[src/rtl/e_pipe_reg_pkg.sv]
// Shared constants for the D/E pipeline register.
// Contents:
//   NOP_INSTR        - bubble instruction word (sll $0,$0,0)
//   RESET_PC_DEFAULT - default PC loaded on reset and bubble
//   TNEW_W           - width of the hazard Tnew field
//   TNEW_E_DEC       - Tnew decrement applied when moving from D to E
//   tnew_sat_dec()   - Tnew decrement saturating at zero
package e_pipe_reg_pkg;

  localparam logic [31:0] NOP_INSTR        = 32'h0000_0000;
  localparam logic [31:0] RESET_PC_DEFAULT = 32'h0000_3000;

  localparam int unsigned        TNEW_W     = 2;
  localparam logic [TNEW_W-1:0]  TNEW_E_DEC = 2'd1;

  // An instruction already producing its result in D stays at 0 in E.
  function automatic logic [TNEW_W-1:0] tnew_sat_dec(input logic [TNEW_W-1:0] tnew);
    return (tnew >= TNEW_E_DEC) ? (tnew - TNEW_E_DEC) : '0;
  endfunction

endpackage

[src/rtl/e_pipe_reg_if.sv]
// Bundle between the D stage, the D/E register and the E stage.
// Modports:
//   master - D-stage side: drives en/clr and the D_* bundle, observes E_*
//   slave  - the register: consumes en/clr and D_*, drives E_*
// With E_PIPE_STAT_EN defined the bundle also carries the bubble and
// instruction counters E_bubble_cnt / E_instr_cnt.
interface e_pipe_reg_if
  import e_pipe_reg_pkg::*;
#(
  parameter int unsigned WIDTH = 32
) ();

  logic              en;
  logic              clr;
  logic [31:0]       D_instr;
  logic [WIDTH-1:0]  D_pc;
  logic [WIDTH-1:0]  D_rs_val;
  logic [WIDTH-1:0]  D_rt_val;
  logic [WIDTH-1:0]  D_ext;
  logic [TNEW_W-1:0] D_tnew;

  logic [31:0]       E_instr;
  logic [WIDTH-1:0]  E_pc;
  logic [WIDTH-1:0]  E_rs_val;
  logic [WIDTH-1:0]  E_rt_val;
  logic [WIDTH-1:0]  E_ext;
  logic [TNEW_W-1:0] E_tnew;
  logic              E_valid;
`ifdef E_PIPE_STAT_EN
  logic [31:0]       E_bubble_cnt;
  logic [31:0]       E_instr_cnt;
`endif

  modport master (
    output en, clr, D_instr, D_pc, D_rs_val, D_rt_val, D_ext, D_tnew,
    input  E_instr, E_pc, E_rs_val, E_rt_val, E_ext, E_tnew, E_valid
`ifdef E_PIPE_STAT_EN
    , input E_bubble_cnt, E_instr_cnt
`endif
  );

  modport slave (
    input  en, clr, D_instr, D_pc, D_rs_val, D_rt_val, D_ext, D_tnew,
    output E_instr, E_pc, E_rs_val, E_rt_val, E_ext, E_tnew, E_valid
`ifdef E_PIPE_STAT_EN
    , output E_bubble_cnt, E_instr_cnt
`endif
  );

endinterface

[src/rtl/e_pipe_reg_pipe_field_reg.sv]
// pipe_field_reg: one field of the D/E pipeline register.
// Ports:
//   clk   - rising-edge clock
//   reset - asynchronous active-high reset, loads RST_VAL
//   en    - 1 = capture d, 0 = hold
//   clr   - 1 = load CLR_VAL, overrides en
//   d     - next value
//   q     - registered value
module pipe_field_reg #(
  parameter int unsigned      WIDTH   = 32,
  parameter logic [WIDTH-1:0] RST_VAL = '0,
  parameter logic [WIDTH-1:0] CLR_VAL = '0
) (
  input  logic             clk,
  input  logic             reset,
  input  logic             en,
  input  logic             clr,
  input  logic [WIDTH-1:0] d,
  output logic [WIDTH-1:0] q
);

  logic [WIDTH-1:0] q_d, q_q;

  always_comb begin
    q_d = q_q;
    if (clr) begin
      q_d = CLR_VAL;
    end else if (en) begin
      q_d = d;
    end
  end

  always_ff @(posedge clk or posedge reset) begin
    if (reset) begin
      q_q <= RST_VAL;
    end else begin
      q_q <= q_d;
    end
  end

  assign q = q_q;

endmodule

[src/rtl/e_pipe_reg.sv]
// e_pipe_reg: D/E pipeline register feeding the E-stage ALU and hazard logic.
// Ports:
//   clk   - rising-edge clock
//   reset - asynchronous active-high reset
//   bus   - e_pipe_reg_if.slave: en/clr control, D_* bundle in, E_* bundle out
// Priority per edge: reset > clr (bubble) > en = 0 (hold) > capture.
// Optional feature macro E_PIPE_STAT_EN adds E_bubble_cnt / E_instr_cnt.
module e_pipe_reg
  import e_pipe_reg_pkg::*;
#(
  parameter int unsigned      WIDTH    = 32,
  parameter logic [WIDTH-1:0] RESET_PC = RESET_PC_DEFAULT[WIDTH-1:0]
) (
  input logic         clk,
  input logic         reset,
  e_pipe_reg_if.slave bus
);

  logic [TNEW_W-1:0] tnew_e;

  assign tnew_e = tnew_sat_dec(bus.D_tnew);

  pipe_field_reg #(.WIDTH(32), .RST_VAL(NOP_INSTR), .CLR_VAL(NOP_INSTR)) u_instr (
    .clk(clk), .reset(reset), .en(bus.en), .clr(bus.clr), .d(bus.D_instr), .q(bus.E_instr)
  );

  pipe_field_reg #(.WIDTH(WIDTH), .RST_VAL(RESET_PC), .CLR_VAL(RESET_PC)) u_pc (
    .clk(clk), .reset(reset), .en(bus.en), .clr(bus.clr), .d(bus.D_pc), .q(bus.E_pc)
  );

  pipe_field_reg #(.WIDTH(WIDTH)) u_rs_val (
    .clk(clk), .reset(reset), .en(bus.en), .clr(bus.clr), .d(bus.D_rs_val), .q(bus.E_rs_val)
  );

  pipe_field_reg #(.WIDTH(WIDTH)) u_rt_val (
    .clk(clk), .reset(reset), .en(bus.en), .clr(bus.clr), .d(bus.D_rt_val), .q(bus.E_rt_val)
  );

  pipe_field_reg #(.WIDTH(WIDTH)) u_ext (
    .clk(clk), .reset(reset), .en(bus.en), .clr(bus.clr), .d(bus.D_ext), .q(bus.E_ext)
  );

  pipe_field_reg #(.WIDTH(TNEW_W)) u_tnew (
    .clk(clk), .reset(reset), .en(bus.en), .clr(bus.clr), .d(tnew_e), .q(bus.E_tnew)
  );

  // Valid marks capture versus bubble only; a captured all-zero word is still valid.
  pipe_field_reg #(.WIDTH(1)) u_valid (
    .clk(clk), .reset(reset), .en(bus.en), .clr(bus.clr), .d(1'b1), .q(bus.E_valid)
  );

`ifdef E_PIPE_STAT_EN
  logic [31:0] bubble_cnt_d, bubble_cnt_q;
  logic [31:0] instr_cnt_d, instr_cnt_q;

  always_comb begin
    bubble_cnt_d = bubble_cnt_q;
    instr_cnt_d  = instr_cnt_q;
    if (bus.clr) begin
      bubble_cnt_d = bubble_cnt_q + 32'd1;
    end else if (bus.en) begin
      instr_cnt_d = instr_cnt_q + 32'd1;
    end
  end

  always_ff @(posedge clk or posedge reset) begin
    if (reset) begin
      bubble_cnt_q <= '0;
      instr_cnt_q  <= '0;
    end else begin
      bubble_cnt_q <= bubble_cnt_d;
      instr_cnt_q  <= instr_cnt_d;
    end
  end

  assign bus.E_bubble_cnt = bubble_cnt_q;
  assign bus.E_instr_cnt  = instr_cnt_q;
`endif

endmodule

[src/flat_wrapper.sv]
// flat-port wrapper written by rule: the top's interface ports become plain ports
module e_pipe_reg_flat import e_pipe_reg_pkg::*;
#(
  parameter int unsigned      WIDTH    = 32,
  parameter logic [WIDTH-1:0] RESET_PC = RESET_PC_DEFAULT[WIDTH-1:0]
)
  (clk, reset, bus_en, bus_clr, bus_D_instr, bus_D_pc, bus_D_rs_val, bus_D_rt_val, bus_D_ext, bus_D_tnew, bus_E_instr, bus_E_pc, bus_E_rs_val, bus_E_rt_val, bus_E_ext, bus_E_tnew, bus_E_valid);
  e_pipe_reg_if #(.WIDTH(WIDTH)) bus_i ();
  input logic clk;
  input logic reset;
  input wire logic [$bits(bus_i.en)-1:0] bus_en;
  input wire logic [$bits(bus_i.clr)-1:0] bus_clr;
  input wire logic [$bits(bus_i.D_instr)-1:0] bus_D_instr;
  input wire logic [$bits(bus_i.D_pc)-1:0] bus_D_pc;
  input wire logic [$bits(bus_i.D_rs_val)-1:0] bus_D_rs_val;
  input wire logic [$bits(bus_i.D_rt_val)-1:0] bus_D_rt_val;
  input wire logic [$bits(bus_i.D_ext)-1:0] bus_D_ext;
  input wire logic [$bits(bus_i.D_tnew)-1:0] bus_D_tnew;
  output wire logic [$bits(bus_i.E_instr)-1:0] bus_E_instr;
  output wire logic [$bits(bus_i.E_pc)-1:0] bus_E_pc;
  output wire logic [$bits(bus_i.E_rs_val)-1:0] bus_E_rs_val;
  output wire logic [$bits(bus_i.E_rt_val)-1:0] bus_E_rt_val;
  output wire logic [$bits(bus_i.E_ext)-1:0] bus_E_ext;
  output wire logic [$bits(bus_i.E_tnew)-1:0] bus_E_tnew;
  output wire logic [$bits(bus_i.E_valid)-1:0] bus_E_valid;
  assign bus_i.en = bus_en;
  assign bus_i.clr = bus_clr;
  assign bus_i.D_instr = bus_D_instr;
  assign bus_i.D_pc = bus_D_pc;
  assign bus_i.D_rs_val = bus_D_rs_val;
  assign bus_i.D_rt_val = bus_D_rt_val;
  assign bus_i.D_ext = bus_D_ext;
  assign bus_i.D_tnew = bus_D_tnew;
  assign bus_E_instr = bus_i.E_instr;
  assign bus_E_pc = bus_i.E_pc;
  assign bus_E_rs_val = bus_i.E_rs_val;
  assign bus_E_rt_val = bus_i.E_rt_val;
  assign bus_E_ext = bus_i.E_ext;
  assign bus_E_tnew = bus_i.E_tnew;
  assign bus_E_valid = bus_i.E_valid;
  e_pipe_reg #(.WIDTH(WIDTH), .RESET_PC(RESET_PC)) u_core (.clk(clk), .reset(reset), .bus(bus_i));
endmodule
[config.mk]
export PLATFORM = sky130hd
export DESIGN_NAME = e_pipe_reg_flat
export DESIGN_NICKNAME = d
export VERILOG_FILES = /design/src/rtl/e_pipe_reg_pkg.sv /design/src/rtl/e_pipe_reg_if.sv /design/src/rtl/e_pipe_reg_pipe_field_reg.sv /design/src/rtl/e_pipe_reg.sv /design/src/flat_wrapper.sv
export SDC_FILE = /design/constraint.sdc
export NUM_CORES = 1
export LEC_CHECK = 0
export ABC_AREA = 0
export CAP_MARGIN = 20
export CORE_MARGIN = 5
export CORE_UTILIZATION = 41
export CTS_CLUSTER_DIAMETER = 80
export DETAILED_ROUTE_END_ITERATION = 6
export GPL_TIMING_DRIVEN = 0
export PLACE_DENSITY = 0.82
export RECOVER_POWER = 50
export SYNTH_ARGS = -nofsm -noshare
export SYNTH_HDL_FRONTEND = slang
export SYNTH_SLANG_ARGS = --single-unit
[constraint.sdc]
create_clock -name clk -period 7.35 [get_ports clk]
set_clock_uncertainty 0.15 [all_clocks]
set_input_delay 1.47 -clock clk [delete_from_list [all_inputs] [get_ports clk]]
set_output_delay 1.47 -clock clk [all_outputs]
set_load 0.01 [all_outputs]
==> impl_metrics.json <==
{
  "final.setup.tns_ps": 0,
  "cts_buffer_depth": 2,
  "synth_top_area_share_pct": 59.6,
  "synth_common_cells": "nor2_1, dfrtp_1, mux2i_1, buf_12, clkbuf_1",
  "track_usage_pct": 21.2,
  "fp.coreArea_mm2": 0.0163,
  "power_per_cell_area_mw_per_mm2": 212,
  "dieArea_mm2": 0.0191,
  "finalWirelength_mm": 20.2,
  "cts_tree": "built",
  "fp-row-count": 47,
  "postCtsHoldBufs": 0,
  "yosysWarnings": 0,
  "fin_total_pwr_w": 0.00232,
  "antenna_left": 0,
  "min_period_over_period_pct": 49.4,
  "register_area_mm2": 0.00408,
  "synth_area_per_cell_um2": 12.8,
  "vias": 5219,
  "dr.pass1.iters": 4,
  "num_antenna_cells": 0,
  "grt_max_degree": 113,
  "violations": "capacitance limit, slew limit",
  "post-dp-hpwl_mm": 15.2,
  "clk_pin_slew_ps": 60,
  "initial_core_util_pct": 41.3,
  "yosys.cell_count.top_type": "nor2_1",
  "period_needed_ps": 3630,
  "synth_top_cell_by_area": "dfrtp_1",
  "p_leak_nw": 5.12,
  "min_path_type": "reg -> reg",
  "critical_path_class": "in -> async",
  "place_area_mm2": 0.0103,
  "drive_gt1_share_pct": 5.97,
  "ys.flop_type": "dfrtp_1",
  "endpoint_kind": "async pin",
  "drcViolationCount": 0,
  "synth-edff-count": 0,
  "ys_seq_area_share_pct": 60.4,
  "stdcell_area_mm2": 0.0109,
  "synth_cells": 529,
  "syn_area_mm2": 0.00676,
  "drt_iter0_markers": 185,
  "clock.fmax_mhz": 276,
  "cp.required_ps": 7700,
  "worstSkewPairLatency_ps": 410,
  "cp_max_fo": 112,
  "start_kind": "input port",
  "multi_input_area_mm2": 0.00225,
  "cap_violations": 1,
  "cp.arrival_ps": 3980,
  "grt_pass1_wl_mm": 32.4,
  "setup_violations": 0,
  "hold_violations": 0,
  "cts-root-buf": "clkbuf_16",
  "grt_overflow": 0,
  "status": "complete, but fails checks",
  "routedWlPerCell_um": 18.2,
  "drv_slew": 52,
  "die-width_um": 138,
  "nFillCells": 1278,
  "antenna_found_initial": 0,
  "via_per_inst": 4.71,
  "place_congestion": 0.776,
  "ys_ff_latch": 163,
  "numCtsBuffers": 17,
  "final_nets": 1041,
  "io_buffers": 326,
  "max_slew_margin_pct": -55.9,
  "cts_num_sinks": 163,
  "grt_pass1_vias": 5818,
  "fp.dieH_um": 138,
  "synth_nets": 695,
  "ys_types": 17,
  "io_pins": 329,
  "h-tree-depth": 4,
  "synthTopCellsByArea": "dfrtp_1, mux2i_1, nor2_1",
  "cts_resized": 0,
  "synthArstFlopShare_pct": 100,
  "worst_pin_slew_ps": 2330,
  "irDropWorstVdd_mv": 0.151,
  "rsz0062_at_grt": "no",
  "cts_setup_buffers": 0,
  "area_growth_pct": 62.0
}
==> path summary, 6_finish.rpt <==
check | startpoint | endpoint | slack, ps | cells past startpoint
max in group clk | u_core.u_pc.q[13]$_DFFE_PP1P_ | bus_E_pc[13] | 4220 | 1
max reg2reg | u_core.u_pc.q[12]$_DFFE_PP1P_ | u_core.u_pc.q[12]$_DFFE_PP1P_ | 6370 | 2
min in group asynchronous | reset | u_core.u_ext.q[0]$_DFFE_PP0P_ | 2000 | 2
min | u_core.u_valid.q$_DFFE_PP0P_ | u_core.u_valid.q$_DFFE_PP0P_ | 350 | 2
min reg2reg | u_core.u_valid.q$_DFFE_PP0P_ | u_core.u_valid.q$_DFFE_PP0P_ | 350 | 2
max | reset | u_core.u_instr.q[21]$_DFFE_PP0P_ | 3720 | 3
==> routing by layer <==
layer	share of wire, %	vias up	GRT usage (%)
met1	38	2520	23.9
met2	50	218	36.0
met3	8.5	40	8.43
met4	3.2	0	8.53
met5	0	-	0
li1	-	2441	-
==> sequential cells by signal (all words and copies together), names as in the netlist <==
signal and count:
u_core.u_ext.q 32, u_core.u_instr.q 32, u_core.u_pc.q 32, u_core.u_rs_val.q 32, u_core.u_rt_val.q 32, u_core.u_tnew.q 2, u_core.u_valid.q 1
==> cell families (layout without fill, tap and decap cells) <==
family	Yosys count	after routing	synth area share (%)
simple gates	166	166	9.35
mux	158	158	23.4
buf+inv	38	397	6.33
flops	163	163	60.4
compound gates	4	4	0.482
==> critical path: stages <==
cell	delay, ps
dlygate4sd3_1	560
clkinvlp_2	1330
buf_16	480
==> metrics by stage <==
stage | hold WS (ps) | worst slack (ps) | cells | util (%)
after floorplan | 375 | 1330 | 529 | -
after global placement | 324 | -1050 | 1075 | 63.0
after detailed placement | 336 | 4370 | 1076 | 63.2
after CTS | 352 | 4200 | 1108 | 67.0
after global routing | 367 | 3340 | 1108 | 67.0
final | 350 | 3720 | 1108 | 67.0
==> report_power, final <==
group | total, W | internal, W | switching, W
registers | 0.000976 | 0.000948 | 0.0000278
logic | 0.000390 | 0.000232 | 0.000158
clock network | 0.000950 | 0.000580 | 0.000370
==> final cells by class <==
type / count / area share (%)
plain buffers: 37 / 3.85
clock buffers: 20 / 4.08
clock inverters: 12 / 1.63
inverters: 1 / 0.0457
multi-input cells: 328 / 20.5
flip-flops and latches: 163 / 37.3
well taps: 220 / 2.51
repair buffers: 327 / 30.1
==> cells in the final DEF, fill, tap and decap left out, drive strengths merged <==
cell type / instances
a211o: 2
a21oi: 1
a32o: 1
buf: 20
bufinv: 4
clkbuf: 38
clkdlybuf4s50: 322
clkinv: 3
clkinvlp: 4
dfrtp: 161
dfstp: 2
dlygate4sd3: 4
inv: 2
mux2i: 158
nand2b: 1
nand3: 1
nor2: 162
nor2b: 2
No activity file was read; power rests on OpenSTA's default activity.
